`config.mk`:
```
export PLATFORM = sky130hd
export DESIGN_NAME = ika9958_regbank
export DESIGN_NICKNAME = d
export VERILOG_FILES = /design/src/rtl/ika9958_regbank.sv
export SDC_FILE = /design/constraint.sdc
export NUM_CORES = 1
export LEC_CHECK = 0
export ABC_AREA = 1
export BUFFER_PORTS_ARGS = -buffer_cell sky130_fd_sc_hd__buf_4
export CAP_MARGIN = 20
export CORE_MARGIN = 4
export CORE_UTILIZATION = 40
export DETAILED_ROUTE_END_ITERATION = 8
export GPL_ROUTABILITY_DRIVEN = 0
export SKIP_LAST_GASP = 1
export SLEW_MARGIN = 10
export SYNTH_ARGS = -nofsm -noshare
export SYNTH_HDL_FRONTEND = slang
export SYNTH_SLANG_ARGS = --single-unit
```
`constraint.sdc`:
```
create_clock -name i_EMUCLK -period 9.06 [get_ports i_EMUCLK]
set_input_delay 1.812 -clock i_EMUCLK [delete_from_list [all_inputs] [get_ports i_EMUCLK]]
set_output_delay 1.812 -clock i_EMUCLK [all_outputs]
set_load 0.05 [all_outputs]
```
`src/rtl/ika9958_regbank.sv`:
```
// ika9958_regbank: VDP control register bank with the CPU-side write
// protocol. Handles the two-byte control-port sequence on port #1, the
// auto-incrementing indirect port #3 through the pointer register, and
// forced-zero bits on the lock register. Consumers read the flat bus.
module ika9958_regbank #(
    parameter int         REG_COUNT = 64,
    parameter int         ADDR_W    = 6,
    parameter int         IND_REG   = 17,
    parameter int         LOCK_REG  = 9,
    parameter logic [7:0] LOCK_MASK = 8'h01
) (
    input  logic                   i_EMUCLK,
    input  logic                   i_RST,
    input  logic                   i_CPU_WR,
    input  logic                   i_CPU_RD,
    input  logic [1:0]             i_PORT,
    input  logic [7:0]             i_DIN,
    output logic [REG_COUNT*8-1:0] o_REGFILE,
    output logic                   o_WR_STB,
    output logic [ADDR_W-1:0]      o_WR_ADDR,
    output logic                   o_LATCH_PEND
);

    typedef enum logic {
        IDLE  = 1'b0,
        FIRST = 1'b1
    } state_t;

    localparam logic [ADDR_W-1:0] IND_ADDR  = ADDR_W'(IND_REG);
    localparam logic [ADDR_W-1:0] LOCK_ADDR = ADDR_W'(LOCK_REG);
    localparam logic [ADDR_W:0]   COUNT_LIM = (ADDR_W+1)'(REG_COUNT);

    state_t                 state;
    logic [7:0]             data_latch;
    logic [REG_COUNT*8-1:0] regfile;

    logic                   ctrl_wr;
    logic                   ind_wr;
    logic                   rd_abort;
    logic [7:0]             pointer;
    logic [7:0]             pointer_next;
    logic                   ptr_inc;
    logic                   cand_valid;
    logic [ADDR_W-1:0]      cand_addr;
    logic [7:0]             cand_data;
    logic                   wr_en;
    logic [7:0]             wr_data;

    // Decode the CPU access into at most one register write plus an optional pointer bump
    always_comb begin
        ctrl_wr      = i_CPU_WR && (i_PORT == 2'd1);
        ind_wr       = i_CPU_WR && (i_PORT == 2'd3);
        rd_abort     = i_CPU_RD && !i_CPU_WR && (i_PORT == 2'd1) && (state == FIRST);
        pointer      = regfile[IND_REG*8 +: 8];
        pointer_next = pointer;
        pointer_next[ADDR_W-1:0] = pointer[ADDR_W-1:0] + ADDR_W'(1);
        ptr_inc      = ind_wr && !pointer[7];
        cand_valid   = 1'b0;
        cand_addr    = '0;
        cand_data    = '0;
        if (ctrl_wr && (state == FIRST) && i_DIN[7]) begin
            cand_valid = 1'b1;
            cand_addr  = i_DIN[ADDR_W-1:0];
            cand_data  = data_latch;
        end else if (ind_wr) begin
            cand_addr  = pointer[ADDR_W-1:0];
            cand_data  = i_DIN;
            cand_valid = (cand_addr != IND_ADDR);
        end
        wr_en   = cand_valid && ({1'b0, cand_addr} < COUNT_LIM);
        wr_data = (cand_addr == LOCK_ADDR) ? (cand_data & ~LOCK_MASK) : cand_data;
    end

    // Register file, write strobe and the two-state control-port sequencer
    always_ff @(posedge i_EMUCLK) begin
        if (i_RST) begin
            regfile      <= '0;
            data_latch   <= '0;
            state        <= IDLE;
            o_WR_STB     <= 1'b0;
            o_WR_ADDR    <= '0;
            o_LATCH_PEND <= 1'b0;
        end else begin
            if (wr_en) begin
                regfile[cand_addr*8 +: 8] <= wr_data;
            end
            if (ptr_inc) begin
                regfile[IND_REG*8 +: 8] <= pointer_next;
            end
            o_WR_STB <= wr_en;
            if (wr_en) begin
                o_WR_ADDR <= cand_addr;
            end
            case (state)
                IDLE: begin
                    if (ctrl_wr) begin
                        data_latch   <= i_DIN;
                        state        <= FIRST;
                        o_LATCH_PEND <= 1'b1;
                    end
                end
                FIRST: begin
                    if (ctrl_wr || rd_abort) begin
                        state        <= IDLE;
                        o_LATCH_PEND <= 1'b0;
                    end
                end
                default: begin
                    state        <= IDLE;
                    o_LATCH_PEND <= 1'b0;
                end
            endcase
        end
    end

    assign o_REGFILE = regfile;

endmodule

```
==> summary.md, run 1 <==
| Metric | Value |
|---|---|
| Max stage delay on crit path | 1.00 ns |
| Synth top cells by count | nand2_1, nor2_1, dfxtp_1, a21oi_1, o21ai_0 |
| Met1 usage in global routing | around 41% |
| Share of the synthesized area in the top cell type | between 40% and 50% |
| Antenna Nets Post-Route | 0 |
| Die Span Y | around 250 um |
| CTS tree | built |
| DRT Pass-1 Iters | 5 |
| Number of global-route vias before repair | between 20000 and 25000 |
| Max FO, Critical Path | between 100 and 150 |
| Max Slew Vio Count | 0 |
| Arrival time of the worst setup path | 6.44 ns |
| Via/cell ratio | about 5.5 |
| Post-synth ARST share | 0% |
| Power Dens Cells | ~170 nW/um2 |
| Cell accounting for the most synthesized area | dfxtp_1 |
| Max Cap Viol | 0 |
| Layout cell share with drive strength beyond 1 | between 20% and 30% |
| Ys flop type | dfxtp_1 |
| Cell with the most instances after synthesis | nand2_1 |
| Count of final hold-check violations | 0 |
| Cts hold-fix bufs | 0 |
| Worst path most repeated cell | nand2_1 |
| Crit Path Category | input pin to flop |
| Final setup fails | 0 |
| Routed WL | between 100000 and 150000 um |
| FP Rows | just under 90 |
| Syn-to-layout area delta | 27.9% |
| Sequential-to-total area share from yosys stat | between 40% and 50% |
| Post-Syn Area | approximately 23000 um2 |
| Htree depth | 2 |
| Routed wire length per instance | 23.3 um |
| First-pass GRT wire length | 150000 um |
| Skew-Pair Late Insertion Delay | roughly 0.61 ns |
| Worst-path clk slew | 0.06 ns |
| Status | completed |
| DP Wirelength | around 77000 um |
| Final setup TNS | 0 ns |
| RSZ-0062 raised after global routing | false |
| Initial antenna violation count | 1 |
| Synth top area cells | dfxtp_1, nand2_1, nor2_1, a21oi_1, o21ai_0 |
| TritonCTS Buffers | 57 |
| Critical Path RT | around 9.6 ns |
| Worst R2R Start | state |
| CP startpoint | i_PORT[1] |
| Clk_skew | around 0.011 ns |
| Crit path buf inv count | 3 |
| Core Region | approximately 57000 um2 |
| Hold Path Class | flop to flop |
| Max Buffers Root-to-Sink | 3 |
| Drc violations | 0 |
| Die width | ~250 um |
| CTS root buf | clkbuf_16 |
| Period utilisation layout | approximately two thirds |
| Port Buffers | about 530 |
| Post-CTS setup buffer count | 0 |
| P_leak | ~12 nW |
| Gr busiest metal | met2 |
| Post-synth EDFFs | 0 |
| Largest net degree at the start of global routing | between 100 and 150 |
| # resized after CTS | 0 |
| Total GRT Usage | around a third |
| Antenna diode count | 0 |
| Worst setup SP type | input pin |
| Initial Util | 40.7% |
| Slowest CP cell | nor2_1 |
| Crit path cell chain | buf_4 > inv_1 > nand3_1 > nor2_4 > nand2_1 > nand2_1 > ha_1 > nand3_1 > nor2_2 > xor2_4 > buf_12 > nand2_1 > nor2_1 > o21ai_0 > nand2_1 > nor2_1 |
| Via Count | 24600 |
| CTS sink cnt | approximately 530 |
| Crit-path leading delay family | simple AND/OR/NAND/NOR gates |
| Critical Path Sink Type | flop |
| Met3 usage | 5.98% |
| Relative slew margins | 25.1% |
| Post-Syn Nets | ~3300 |
| Synth unique cells | slightly above 40 |
| Die Area | slightly above 60000 um2 |
| Yosys warns | 0 |
| Cells after synthesis | ~3300 |
| Worst hold slack | about 0.45 ns |
| Min-delay src | o_REGFILE[150] |
| Final nets | 3731 |
| Final worst path period need | 5.94 ns |
| Peak VDD IR | approximately 140 uV |
| Least-Margin Pin Slew | around 1.1 ns |
| Remaining Overflow, GRT | 0 |
| Top-Level Pins | about 530 |
| Synth Register Bits | ~530 |
| Iter 0 DRT Violations | roughly 2300 |
| Peak Freq | roughly 0.17 GHz |
| Avg Cell Area, Syn | ~7 um2 |
| GR met2 Demand/Resource | a little over half |
per-stage QoR:
stage | utilization [%] | power [W] | cell area, um2 | std cells | worst slack [ns]
floorplan | - | 0.00251 | 23100 | 3314 | 4.38
global placement | 48.3 | 0.00257 | 27400 | 4407 | 2.67
detailed placement | 48.3 | 0.00257 | 27400 | 4409 | 2.55
CTS | 52.0 | 0.00515 | 29500 | 4514 | 3.19
global route | 52.0 | 0.00526 | 29500 | 4514 | 2.77
finish | 52.0 | 0.00513 | 29500 | 4514 | 3.12
area by class of cell:
class,count,area [um2]
multi-input cells,2391,10900
fillers,5729,27200
clock buffers,82,1700
well taps,756,946
flip-flops and latches,529,10600
inverters,169,647
clock inverters,23,400
repair buffers,564,4260
worst reg2reg max path: stages, from the launching register on:
cell,delay (ns)
dfxtp_1,0.38
nand2_1,0.12
nor2_4,0.36
nand2_1,0.11
nand2_1,0.20
ha_1,0.32
nand3_1,0.12
nor2_2,0.37
xor2_4,0.20
buf_12,0.46
nand2_1,0.80
nor2_1,1.02
o21ai_0,0.22
nand2_1,0.11
nor2_1,0.05
flip-flops by register name, summed over array words and instances (netlist names):
register      count
o_REGFILE       512
o_WR_STB          1
o_WR_ADDR         6
data_latch        8
state             1
o_LATCH_PEND      1
power by group:
| part | total [W] | internal [W] | leakage (nW) | switching, W |
|---|---|---|---|---|
| clock network | 0.00261 | 0.00161 | 1.04 | 0.000998 |
| registers | 0.00233 | 0.00233 | 4.26 | 0.00000316 |
| logic | 0.000186 | 0.0000286 | 6.79 | 0.000157 |
| total | 0.00513 | 0.00397 | 12.1 | 0.00116 |
per-layer routing:
metal / share of wire, % / vias up
li1: - / 11700
met1: 38 / 11500
met2: 47 / 1218
met3: 9.0 / 248
met4: 5.9 / 2
met5: 0.012 / -
worst paths after layout:
check,end,slack [ns],depth (start not counted)
min,o_REGFILE[150],0.45,2
max reg2reg,o_REGFILE[170],4.13,14
min reg2reg,o_REGFILE[150],0.45,2
max,o_REGFILE[170],3.12,16
placed cells by master, fill, tap and decap left out, drive strengths merged, types with 111 or more instances in the layout:
cell type / n
nand2: 709
nor2: 567
buf: 564
dfxtp: 529
a21oi: 373
o21ai: 240
nand3: 199
inv: 168
nand4: 114
nor3: 111
cell families after synthesis:
group	count (synthesis)	share of synthesized area (%)
AO/OA/AOI/OAI	622	13.6
XOR/XNOR	5	0.369
buffers and inverters	394	6.86
AND/OR/NAND/NOR	1759	33.0
flip-flops	529	45.9
adder cells (fa/ha/maj)	5	0.271
Power figures use the tool's default switching activity.
==> inputs of run 2 (changes only) <==
Settings changed: ABC_AREA 1 to 0.
Clock period 9.06 ns to 6.23 ns, I/O delays scaled along.
==> summary.md, run 2 <==
| Metric | Value |
|---|---|
| Clk pwr share | between 40% and 50% |
| CTS root buf | clkbuf_16 |
| Post-synth ARST share | 0% |
| Routed wire length per instance | 23.8 um |
| CTS tree | built |
| Synth top cells by count | dfxtp_1, nand2_1, nand3_1, a21oi_1, nand2b_1 |
| Synth unique cells | 69 |
| Skew-Pair Late Insertion Delay | slightly above 0.6 ns |
| Top-Level Pins | between 500 and 600 |
| Slowest CP cell | or4_1 |
| Post-Syn Area | around 22000 um2 |
| P_leak | roughly 11 nW |
| Final nets | ~3000 |
| Worst hold slack | between 0.4 and 0.5 ns |
| Cell accounting for the most synthesized area | dfxtp_1 |
| Sequential share of power | between 40% and 50% |
| Routed WL | about 90000 um |
| Max stage delay on crit path | roughly 0.93 ns |
| FP Rows | 86 |
| Avg Cell Area, Syn | approximately 8.7 um2 |
| Crit path cell chain | buf_4 > and3_1 > a22oi_1 > ha_1 > nor3b_1 > a32o_1 > o21ai_4 > nand3_1 > or4_1 > mux2i_1 |
| Least-Margin Pin Slew | roughly 1.2 ns |
| Initial antenna violation count | 0 |
| Worst setup SP type | input pin |
| Largest net degree at the start of global routing | 199 |
| Cts hold-fix bufs | 0 |
| Internal power | roughly 0.0054 W |
| Status | completed |
| Arrival time of the worst setup path | ~5.6 ns |
| Total power | ~0.0069 W |
| Critical Path RT | ~6.7 ns |
| Final worst path period need | around 5.1 ns |
| Synth Register Bits | 529 |
| Count of final hold-check violations | 0 |
| DRT Pass-1 Iters | 6 |
| Cell with the most instances after synthesis | dfxtp_1 |
| Cells after synthesis | between 2000 and 3000 |
| Initial Util | 40.3% |
| Share of the synthesized area in the top cell type | 47.8% |
| CTS sink cnt | approximately 530 |
| Psw | around 0.0016 W |
| Via Count | 20800 |
| Post-synth EDFFs | 0 |
| Crit Path Category | input pin to flop |
| Final setup TNS | 0 ns |
| Ys flop type | dfxtp_1 |
| Post-CTS setup buffer count | 0 |
| Peak VDD IR | between 200 and 250 uV |
| Combinational power share | 3.2% |
| Drc violations | 0 |
| RSZ-0062 raised after global routing | false |
| Peak Freq | approximately 0.19 GHz |
| CP startpoint | i_PORT[1] |
| Core Region | about 55000 um2 |
| Min-delay src | o_REGFILE[75] |
| Max FO, Critical Path | 20 |
| Htree depth | 2 |
| Leading cell types in the layout, fill and taps excluded | buf_4, dfxtp_1, nand2_1 |
| Hold Path Class | flop to flop |
| Max Slew Vio Count | 0 |
| Iter 0 DRT Violations | around 1600 |
| Yosys warns | 0 |
| Max Cap Viol | 0 |
| Power Dens Cells | around 240 nW/um2 |
| Antenna Nets Post-Route | 0 |
| Number of flip-flops in the largest register | 512 |
| Critical Path Sink Type | flop |
| Relative slew margins | between 20% and 30% |
| Worst R2R Start | state |
| Remaining Overflow, GRT | 0 |
| # resized after CTS | 0 |
| Synth top area cells | dfxtp_1, mux2i_1, nand2_1, nand2b_1, nand3_1 |
| Syn-to-layout area delta | 29.8% |
| DP Wirelength | roughly 63000 um |
| Total GRT Usage | ~29% |
| Switching part of the total | ~23% |
| TritonCTS Buffers | between 50 and 60 |
| Worst-path clk slew | ~0.060 ns |
| Clk_skew | about 0.021 ns |
| Number of global-route vias before repair | just over 20000 |
| Die Area | slightly below 60000 um2 |
| First-pass GRT wire length | 131000 um |
| Die width | 243 um |
| Sequential-to-total area share from yosys stat | between 40% and 50% |
| Via/cell ratio | ~5.5 |
| Period utilisation layout | between 80% and 90% |
| Commonest non-fill, non-tap cell in the layout | buf_4 |
| Max Buffers Root-to-Sink | 3 |
| Port Buffers | roughly 530 |
| Die Span Y | ~240 um |
| Final setup fails | 0 |
| Post-Syn Nets | roughly 2600 |
| Layout cell share with drive strength beyond 1 | roughly a quarter |
==> run 2: changes by cell type after synthesis, moves of 49 or more <==
cell,before,now
a21oi_1,372,262
clkbuf_1,134,196
inv_1,154,2
mux2i_1,0,223
nand2_1,707,393
nand2b_1,0,226
nand3_1,195,266
nand4_1,112,9
nor2_1,544,61
nor3_1,103,54
o21ai_0,237,31
==> run 2: cells by family (layout without fill, tap and decap cells) <==
| logic type | count (synthesis) | in the layout | share of synthesized area [%] |
|---|---|---|---|
| AND/OR/NAND/NOR | 1186 | 1186 | 28.2 |
| flip-flops | 529 | 529 | 47.8 |
| AO/OA/AOI/OAI | 360 | 360 | 9.12 |
| multiplexers | 227 | 227 | 10.3 |
| buffers and inverters | 226 | 702 | 4.13 |
| adder cells (fa/ha/maj) | 5 | 5 | 0.282 |
| XOR/XNOR | 4 | 4 | 0.158 |
| other | 0 | 2 | 0 |
==> run 2: final cells by class <==
| class | instances | area (um2) |
|---|---|---|
| Antenna cell | 2 | 5.00 |
| Clock buffer | 86 | 1650 |
| Clock inverter | 16 | 156 |
| Fill cell | 5107 | 26200 |
| Inverter | 3 | 11.3 |
| Multi-Input combinational cell | 1782 | 10800 |
| Sequential cell | 529 | 10600 |
| Tap cell | 748 | 936 |
| Timing Repair Buffer | 597 | 4580 |
==> run 2: worst paths after layout <==
kind,endpoint,slack [ns],cells after the start
setup / recovery,o_REGFILE[464],1.09,10
hold / removal,o_REGFILE[75],0.45,2
hold reg to reg,o_REGFILE[75],0.45,2
setup reg to reg,o_REGFILE[464],1.60,11
==> run 2: power by group through the flow <==
stage / Sequential (W) / Clock, W / Combinational [W]
floorplan: 0.00348 / 0 / 0.000130
global placement: 0.00347 / 0 / 0.000210
detailed placement: 0.00347 / 0 / 0.000214
CTS: 0.00340 / 0.00337 / 0.000214
global route: 0.00339 / 0.00350 / 0.000230
finish: 0.00340 / 0.00332 / 0.000219
==> run 2: metrics by stage <==
| stage | utilization (%) | cells | instance area, um2 | worst slack (ns) |
|---|---|---|---|---|
| after floorplan | - | 2537 | 22200 | 1.22 |
| after global placement | 48.8 | 3651 | 26800 | 0.727 |
| after detailed placement | 48.9 | 3653 | 26900 | 0.565 |
| after CTS | 52.2 | 3755 | 28700 | 1.22 |
| after global routing | 52.3 | 3761 | 28800 | 0.957 |
| final | 52.3 | 3763 | 28800 | 1.09 |
==> run 2: worst max-delay path: cells and delay by family <==
kind	cells	cell delay, ns
buf+inv	1	0.20
mux	1	0.20
fa+ha+maj	1	0.38
compound gates	3	1.16
simple gates	4	2.41
==> run 2: routing by layer <==
metal  part of all wire [%]  routed length, um  up-vias  global-route usage (%)
met2                     47              42400      941                    47.9
met4                    4.1               3710        0                    11.3
met1                     39              34900    10000                    35.4
met5                      0                  0        -                       0
met3                    9.5               8510      190                    7.45
li1                       -                  -     9634                       -
